===== src/rtl/pipe_stage_skid_pkg.sv =====
// Shared types and default widths for the skid-buffered pipeline boundary register.
package pipe_pkg;

  typedef enum logic [1:0] {
    OCC_EMPTY = 2'd0,
    OCC_ONE   = 2'd1,
    OCC_TWO   = 2'd2
  } occ_t;

  localparam int DATA_W_DEF = 16;
  localparam int CTRL_W_DEF = 2;

endpackage


===== src/rtl/pipe_stage_skid_if.sv =====
// Valid/ready bus between an upstream producer, the stage, and a downstream consumer.
// A transfer happens on a rising edge where valid and ready are both 1; valid and its
// payload are held stable by the sender until that edge, and ready never waits on valid.
interface pipe_stage_skid_if #(
    parameter int DATA_W = pipe_pkg::DATA_W_DEF,
    parameter int CTRL_W = pipe_pkg::CTRL_W_DEF
);
    logic              in_valid;
    logic              in_ready;
    logic [DATA_W-1:0] in_data;
    logic [CTRL_W-1:0] in_ctrl;
    logic              out_valid;
    logic              out_ready;
    logic [DATA_W-1:0] out_data;
    logic [CTRL_W-1:0] out_ctrl;

    modport master (
        output in_valid, in_data, in_ctrl, out_ready,
        input  in_ready, out_valid, out_data, out_ctrl
    );

    modport slave (
        input  in_valid, in_data, in_ctrl, out_ready,
        output in_ready, out_valid, out_data, out_ctrl
    );
endinterface


===== src/rtl/pipe_stage_skid_slot.sv =====
// One payload register with synchronous clear (dominant) and load.
module pipe_slot #(
    parameter int W = 8
) (
    input  logic         clk,
    input  logic         rst_n,
    input  logic         load_i,
    input  logic         clear_i,
    input  logic [W-1:0] d_i,
    output logic [W-1:0] q_o
);
    logic [W-1:0] data_q;

    always_ff @(posedge clk or negedge rst_n) begin
        if (!rst_n) begin
            data_q <= '0;
        end else if (clear_i) begin
            data_q <= '0;
        end else if (load_i) begin
            data_q <= d_i;
        end
    end

    assign q_o = data_q;
endmodule


===== src/rtl/pipe_stage_skid.sv =====
// Pipeline boundary register with a 2-entry skid, global stall, flush and squash counter.
// in_ready and out_valid are flops, so no combinational path crosses the stage.
module pipe_stage_skid
    import pipe_pkg::*;
#(
    parameter int DATA_W = DATA_W_DEF,
    parameter int CTRL_W = CTRL_W_DEF,
    parameter int CNT_W  = 8
) (
    input  logic              clk,
    input  logic              reset,
    input  logic              en,
    input  logic              flush,
    pipe_stage_skid_if.slave  bus,
    output logic [1:0]        occupancy,
    output logic [CNT_W-1:0]  squash_cnt
);
    localparam int PW = DATA_W + CTRL_W;

    occ_t             occ_q, occ_d;
    logic             in_ready_q;
    logic             out_valid_q;
    logic [CNT_W-1:0] squash_q, squash_d;
    logic [CNT_W:0]   squash_sum;

    logic [PW-1:0]    main_q, main_d, skid_q, in_word;
    logic             main_load, skid_load;
    logic             accept, issue;

    assign in_word = {bus.in_data, bus.in_ctrl};
    assign accept  = bus.in_valid  & in_ready_q  & en & ~flush;
    assign issue   = out_valid_q   & bus.out_ready & en & ~flush;

    always_comb begin
        occ_d     = occ_q;
        main_d    = in_word;
        main_load = 1'b0;
        skid_load = 1'b0;
        case (occ_q)
            OCC_EMPTY: begin
                if (accept) begin
                    main_load = 1'b1;
                    occ_d     = OCC_ONE;
                end
            end
            OCC_ONE: begin
                if (accept && issue) begin
                    main_load = 1'b1;
                end else if (accept) begin
                    skid_load = 1'b1;
                    occ_d     = OCC_TWO;
                end else if (issue) begin
                    // Payload is kept for inspection; only the strobes are dropped.
                    main_d    = {main_q[PW-1:CTRL_W], {CTRL_W{1'b0}}};
                    main_load = 1'b1;
                    occ_d     = OCC_EMPTY;
                end
            end
            OCC_TWO: begin
                if (issue) begin
                    main_d    = skid_q;
                    main_load = 1'b1;
                    occ_d     = OCC_ONE;
                end
            end
            default: begin
                occ_d = OCC_EMPTY;
            end
        endcase
        if (flush) begin
            main_load = 1'b0;
            skid_load = 1'b0;
            occ_d     = OCC_EMPTY;
        end
    end

    always_comb begin
        squash_sum = {1'b0, squash_q} + (CNT_W + 1)'(occ_q);
        squash_d   = squash_q;
        if (flush) begin
            squash_d = squash_sum[CNT_W] ? {CNT_W{1'b1}} : squash_sum[CNT_W-1:0];
        end
    end

    always_ff @(posedge clk or negedge reset) begin
        if (!reset) begin
            occ_q       <= OCC_EMPTY;
            in_ready_q  <= 1'b1;
            out_valid_q <= 1'b0;
            squash_q    <= '0;
        end else begin
            occ_q       <= occ_d;
            in_ready_q  <= (occ_d != OCC_TWO);
            out_valid_q <= (occ_d != OCC_EMPTY);
            squash_q    <= squash_d;
        end
    end

    pipe_slot #(.W(PW)) u_main (
        .clk     (clk),
        .rst_n   (reset),
        .load_i  (main_load),
        .clear_i (flush),
        .d_i     (main_d),
        .q_o     (main_q)
    );

    pipe_slot #(.W(PW)) u_skid (
        .clk     (clk),
        .rst_n   (reset),
        .load_i  (skid_load),
        .clear_i (flush),
        .d_i     (in_word),
        .q_o     (skid_q)
    );

    assign bus.in_ready  = in_ready_q;
    assign bus.out_valid = out_valid_q;
    assign bus.out_data  = main_q[PW-1:CTRL_W];
    assign bus.out_ctrl  = main_q[CTRL_W-1:0] & {CTRL_W{out_valid_q}};
    assign occupancy     = occ_q;
    assign squash_cnt    = squash_q;
endmodule


===== src/flat_wrapper.sv =====
// flat-port wrapper written by rule: the top's interface ports become plain ports
module pipe_stage_skid_flat import pipe_pkg::*;
#(
    parameter int DATA_W = DATA_W_DEF,
    parameter int CTRL_W = CTRL_W_DEF,
    parameter int CNT_W  = 8
)
  (clk, reset, en, flush, occupancy, squash_cnt, bus_in_valid, bus_in_data, bus_in_ctrl, bus_out_ready, bus_in_ready, bus_out_valid, bus_out_data, bus_out_ctrl);
  pipe_stage_skid_if #(.DATA_W(DATA_W), .CTRL_W(CTRL_W)) bus_i ();
  input  logic clk;
  input  logic reset;
  input  logic en;
  input  logic flush;
  output logic [1:0] occupancy;
  output logic [CNT_W-1:0] squash_cnt;
  input wire logic [$bits(bus_i.in_valid)-1:0] bus_in_valid;
  input wire logic [$bits(bus_i.in_data)-1:0] bus_in_data;
  input wire logic [$bits(bus_i.in_ctrl)-1:0] bus_in_ctrl;
  input wire logic [$bits(bus_i.out_ready)-1:0] bus_out_ready;
  output wire logic [$bits(bus_i.in_ready)-1:0] bus_in_ready;
  output wire logic [$bits(bus_i.out_valid)-1:0] bus_out_valid;
  output wire logic [$bits(bus_i.out_data)-1:0] bus_out_data;
  output wire logic [$bits(bus_i.out_ctrl)-1:0] bus_out_ctrl;
  assign bus_i.in_valid = bus_in_valid;
  assign bus_i.in_data = bus_in_data;
  assign bus_i.in_ctrl = bus_in_ctrl;
  assign bus_i.out_ready = bus_out_ready;
  assign bus_in_ready = bus_i.in_ready;
  assign bus_out_valid = bus_i.out_valid;
  assign bus_out_data = bus_i.out_data;
  assign bus_out_ctrl = bus_i.out_ctrl;
  pipe_stage_skid #(.DATA_W(DATA_W), .CTRL_W(CTRL_W), .CNT_W(CNT_W)) u_core (.clk(clk), .reset(reset), .en(en), .flush(flush), .bus(bus_i), .occupancy(occupancy), .squash_cnt(squash_cnt));
endmodule

===== config.mk =====
export PLATFORM = sky130hd
export DESIGN_NAME = pipe_stage_skid_flat
export DESIGN_NICKNAME = d
export VERILOG_FILES = /design/src/rtl/pipe_stage_skid_pkg.sv /design/src/rtl/pipe_stage_skid_if.sv /design/src/rtl/pipe_stage_skid_slot.sv /design/src/rtl/pipe_stage_skid.sv /design/src/flat_wrapper.sv
export SDC_FILE = /design/constraint.sdc
export NUM_CORES = 1
export LEC_CHECK = 0
export ABC_AREA = 1
export CAP_MARGIN = 20
export CORE_UTILIZATION = 31
export DETAILED_ROUTE_END_ITERATION = 8
export DONT_BUFFER_PORTS = 1
export GPL_TIMING_DRIVEN = 0
export PLACE_DENSITY = 0.57
export SLEW_MARGIN = 30
export SYNTH_ARGS = -nofsm -noshare
export SYNTH_HDL_FRONTEND = slang
export SYNTH_SLANG_ARGS = --single-unit
export TNS_END_PERCENT = 30

===== constraint.sdc =====
create_clock -name clk -period 2.1 [get_ports clk]
set_input_delay 0.21 -clock clk [delete_from_list [all_inputs] [get_ports clk]]
set_output_delay 0.21 -clock clk [all_outputs]
set_load 0.1 [all_outputs]

# ---- Yosys cells after proc, flatten, opt, wreduce, memory -nomap -nowiden
# Cells that the tools add are included.
dict set report classes {
  n_eq_ne 4
  bitwise_logic 8
  n_reduce_logical 6
  addsub 1
  muxes 26
}
# cell n
set ops {}
lappend ops {{$mux 18} 8}
lappend ops {{$pmux 18 s2} 1}
lappend ops {{$mux 2} 6}
lappend ops {{$add 8x2->9} 1}
lappend ops {{$mux 1} 8}
lappend ops {{$mux 8} 1}
lappend ops {{$and 1x1->1} 6}
lappend ops {{$pmux 2 s3} 1}
lappend ops {{$reduce_bool 2->1} 3}
lappend ops {{$ne 5x4->1 const B} 1}
lappend ops {{$pmux 1 s3} 1}
lappend ops {{$and 2x2->2} 1}
lappend ops {{$eq 2x1->1 const B} 1}
lappend ops {{$eq 2x2->1 const B} 1}
lappend ops {{$logic_not 2->1} 1}
lappend ops {{$ne 2x2->1 const B} 1}
lappend ops {{$reduce_and 2->1} 1}
lappend ops {{$logic_and 1x1->1} 1}
lappend ops {{$not 1->1} 1}
dict set report totals {
  register_bits 48
  wordCells 52
  output_inout_bits 30
  input_bits 24
}

# ---- Logic depth before layout (Yosys ltp)
dict set report depth {
  depth_word 10
  mapped_depth 12
  mapped_depth_nobuf 11
}

# ---- Cells and area by module
# A second synthesis with hierarchy kept.
dict set report hier_totals {
  hier_cells 378
  hier_area_um2 2867.8
}
# module seq_area_each_um2 cells_each area_per_inst_um2 n_inst
set by_module_without_submodules {}
lappend by_module_without_submodules {pipe_slot 450.4 78 745.7 2}
lappend by_module_without_submodules {pipe_stage_skid 301.5 222 1376.3 1}

# ---- Least setup slack after synthesis
# No wires, ideal clock.
dict set report synth_timing {
  kind {register to register}
  from {register u_core.occ_q[1] (netlist: u_core.occupancy[1])}
  to {register u_core.u_main.data_q[15] (netlist: u_core.u_main.q_o[15])}
  n_path_buf 2
  setup_ps 116
  setup_slack_ps -418
  stages_incl_launch_ff 10
  arrival_ps 2401
  period_less_slack_ps 2518
  required_time_ps 1984
  path_cell_list {dfrtp_1 inv_1 ha_1 clkbuf_1 clkbuf_1 nand3_1 nand2_1 inv_1 nand2_1 nand2_1}
}
dict set report synth_between {
  elab_chain_len 5
  word_cells_on_any_way 11
  cone_classes {eq/ne: 3; mux: 5; reduce/logical: 3}
}
# element line
set synth_lines {}
lappend synth_lines {{start, declared} pipe_stage_skid.sv:20} ;# occ_t occ_q, occ_d;
lappend synth_lines {{start signal, assigned} pipe_stage_skid.sv:87} ;# occ_q <= OCC_EMPTY;
lappend synth_lines {{start signal, assigned} pipe_stage_skid.sv:92} ;# occ_q <= occ_d;
lappend synth_lines {{$eq 2x2->1 (tied with other cells)} pipe_stage_skid.sv:39} ;# case (occ_q)
lappend synth_lines {{$pmux 1 s3} pipe_stage_skid.sv:39}
lappend synth_lines {{$mux 1} pipe_stage_skid.sv:70} ;# if (flush) begin
lappend synth_lines {{$reduce_bool 2->1 (no source line)} --}
lappend synth_lines {{$reduce_and 2->1 (no source line)} --}
lappend synth_lines {{end signal, assigned} pipe_stage_skid_slot.sv:20} ;# data_q <= d_i;
lappend synth_lines {{end, declared} pipe_stage_skid_slot.sv:12} ;# logic [W-1:0] data_q;
# Several ways; a longest one is shown, not always the timed one. The select of a mux whose other input is x is not followed.
# A chain may end at the register's enable or synchronous reset.

# ---- Worst setup path in the final report
dict set report layout_timing {
  from {register u_core.occ_q[0] (netlist: u_core.occupancy[0])}
  to {register u_core.squash_q[0] (netlist: u_core.squash_cnt[0])}
}
dict set report layout_between {
  elab_chain_len 2
}
# element line
set layout_lines {}
lappend layout_lines {{$add 8x2->9} pipe_stage_skid.sv:78} ;# squash_sum = {1'b0, squash_q} + (CNT_W + 1)'(occ_q);
lappend layout_lines {{$mux 8} pipe_stage_skid.sv:81} ;# squash_d = squash_sum[CNT_W] ? {CNT_W{1'b1}} : squash_sum[CNT_W-1:0];
lappend layout_lines {{end signal, assigned} pipe_stage_skid.sv:95} ;# squash_q <= squash_d;
lappend layout_lines {{end, declared} pipe_stage_skid.sv:23} ;# logic [CNT_W-1:0] squash_q, squash_d;
# No other way between the ends.

==> results.md <==
* Cell area after layout at 3610 µm²
* Crit. End Element: flop
* Clock-pin slew on the worst setup and hold paths at 100 ps
* Fillers at 1094
* Routed WL at 7520 µm
* Post-synth EDFFs at 0
* Crit-path max FO at 8
* Synthesized net count at 471
* Status: finished clean
* Clock buffer count from CTS at 5
* Detailed-route DRC error count at 0
* Slew Viols, Final at 0
* Die width at 103 µm
* Total net switching power at 1.32 mW
* Placed cell area at 3340 µm²
* Syn Area/Cell at 7.18 µm²
* GPL Wtd Cong at 0.863
* Leakage Power at 1.90 nW
* 1st-pass router iterations at 4
* Vias per cell at 4.54
* Synthesis Warnings at 0
* GRT Residual Overflow at 0
* Post-synth ARST share at 100%
* Mapped Cells at 440
* Initial Util at 32.2%
* CP required at 2330 ps
* Max VDD drop at 0.000804 V
* All-layer global routing usage at 15.2%
* Max-Cap Viols at 0
* Clock Skews at 7.04 ps
* Period utilization at 97.8%
* Clk Latency, worst-skew pair at 310 ps
* Worst Path Arrival at 2290 ps
* Post-Place Setup Slack at -334 ps
* Seq cells post-synth at 48
* Max clock buf depth at 2
* Logic pwr share at 24.1%
* Layout cells sized above 1 at 21.8%
* WS Path Type: flop to flop
* Hold Vio Cnt, Final at 0
* Worst-margin pin slew at 1000 ps
* Htree depth at 2
* Drt initial violations at 133
* TritonCTS clock tree: done
* Clock sinks at 48
* Top Ports at 54
* Final Core Density at 36.7%
* RSZ-0062 raised after global routing: true
* Sequential share of power at 54.7%
* Post-DR wirelength/cell at 12.8 µm
* Setup violators final at 0
* Die ar. at 10600 µm²
* Core ar. at 9820 µm²
* Largest net degree at the start of global routing at 49
* Slew headroom at 33.1%
* Cell row count at 36
* Hpwl dp at 5510 µm
* Cell variety after synth at 34
* Area grow syn2layout at 14.2%
* Top FF cell, synth: dfrtp_1
* Max frequency at 487 MHz
* Syn Std Cell Area at 3160 µm²
* Commonest non-fill, non-tap cells in the layout: 167 x nand2_1, 59 x inv_1, 42 x dfrtp_1
* Worst setup SP type: flop
* Power per cell area at 770 nW/µm²
* Root Driver: clkbuf_8
* Worst setup margin at 46.0 ps
* Die span in y at 103 µm
* Fin Setup TNS at 0 ps
* Sw Share at 47.6%
* Nets at 484
* # diodes at 0
* Minimum clock period at 2050 ps
* Antenna-violating nets left at 0
* Register area share after synthesis at 38.0%
* Pint at 1.46 mW
* Initial antenna violation count at 0
* Total number of vias at 2667
* Worst hold path class: primary input to flop
* Clk pwr share at 21.3%
* Most common cell after layout, fill and taps aside: nand2_1
* Power Total at 2.78 mW
* First-pass GRT wire length at 12500 µm
* Input/output buffers at 0
* Vias in the first global route at 2696
[critical path, stage by stage, from the launching register on]
cell     delay (ps)
dfrtp_4         670
ha_4            190
inv_2            40
fa_2            320
or2_4           250
nor2_4          170
nand4_4         170
o21ai_1         160
[synth_stat cells, types with 4 or more instances]
| cell type | instances | share of area (%) |
|---|---|---|
| dfrtp_1 | 47 | 37 |
| buf_2 | 4 | 0.63 |
| buf_4 | 16 | 3.8 |
| nand3_1 | 40 | 6.3 |
| o21ai_1 | 6 | 0.95 |
| inv_1 | 62 | 7.4 |
| o21ai_2 | 13 | 3.6 |
| inv_2 | 4 | 0.47 |
| nand2_2 | 6 | 1.2 |
| nor2_1 | 10 | 1.2 |
| buf_6 | 7 | 2.5 |
| clkbuf_1 | 5 | 0.59 |
| nand2_1 | 169 | 20 |
| ha_1 | 6 | 2.4 |
| o21ai_0 | 16 | 2.5 |
[registers in the layout, indices dropped and copies added, names as in the netlist]
register / cells
u_core.bus.out_valid: 1
u_core.u_main.q_o: 18
u_core.bus.in_ready: 1
u_core.squash_cnt: 8
u_core.u_skid.q_o: 18
u_core.occupancy: 2
[metal layers]
layer	global-route usage [%]	vias up	wire length, µm
met5	0	-	0
met3	3.86	10	350
met1	20.0	1241	3570
met4	5.09	0	153
li1	-	1356	-
met2	24.3	60	3450
[kinds of logic after synthesis]
logic type / share of synthesized area, %
buffers and inverters: 15.8
XOR/XNOR: 0.832
AND/OR/NAND/NOR: 33.8
AO/OA/AOI/OAI: 8.59
adder cells (fa/ha/maj): 3.01
flip-flops: 38.0
[worst paths after layout]
path / start / to / slack [ps] / cells past startpoint
max: u_core.occupancy[0]$_DFF_PN0_ / u_core.squash_cnt[0]$_DFFE_PN0P_ / 50 / 7
min: bus_in_data[9] / u_core.u_skid.q_o[11]$_DFFE_PN0P_ / 70 / 2
max reg2reg: u_core.occupancy[0]$_DFF_PN0_ / u_core.squash_cnt[0]$_DFFE_PN0P_ / 50 / 7
min reg2reg: u_core.u_main.q_o[17]$_DFFE_PN0P_ / u_core.u_main.q_o[17]$_DFFE_PN0P_ / 480 / 2
max in group asynchronous: reset / u_core.bus.in_ready$_DFF_PN1_ / 1420 / 2
min in group asynchronous: reset / u_core.u_main.q_o[14]$_DFFE_PN0P_ / 400 / 2
[power by group through the flow]
stage          Clock, mW  Sequential [mW]  Combinational, mW
5_1_grt            0.639             1.54              0.739
3_3_place_gp           0             1.52              0.603
6_report           0.590             1.52              0.669
4_1_cts            0.609             1.51              0.651
3_5_place_dp           0             1.53              0.615
2_1_floorplan          0             1.50              0.547
[through the flow]
| step | std cells | hold WS (ps) |
|---|---|---|
| final | 587 | 68.3 |
| after global routing | 587 | 60.8 |
| after CTS | 583 | 56.3 |
| after detailed placement | 573 | -84.3 |
| after global placement | 573 | -84.4 |
| after floorplan | 440 | -85.6 |
[final cells by class]
type / instances / area [µm²] / area share (%)
Timing Repair Buffer: 6 / 67.6 / 1.87
Clock buffer: 5 / 68.8 / 1.91
Inverter: 68 / 263 / 7.28
Clock inverter: 3 / 23.8 / 0.659
Multi-Input combinational cell: 292 / 1540 / 42.8
Tap cell: 133 / 166 / 4.61
Sequential cell: 48 / 1220 / 33.9
Buffer: 32 / 250 / 6.93
[what timing repair did]
| item | in CTS | in global routing |
|---|---|---|
| pin swaps | 0 | 5 |
| setup endpoints to repair | 30 | 33 |
| hold endpoints to repair | 48 | 0 |
| setup buffers | 0 | 4 |
| gates resized for setup | 13 | 24 |
| hold buffers | 2 | 0 |
No activity file was read; power rests on OpenSTA's default activity.
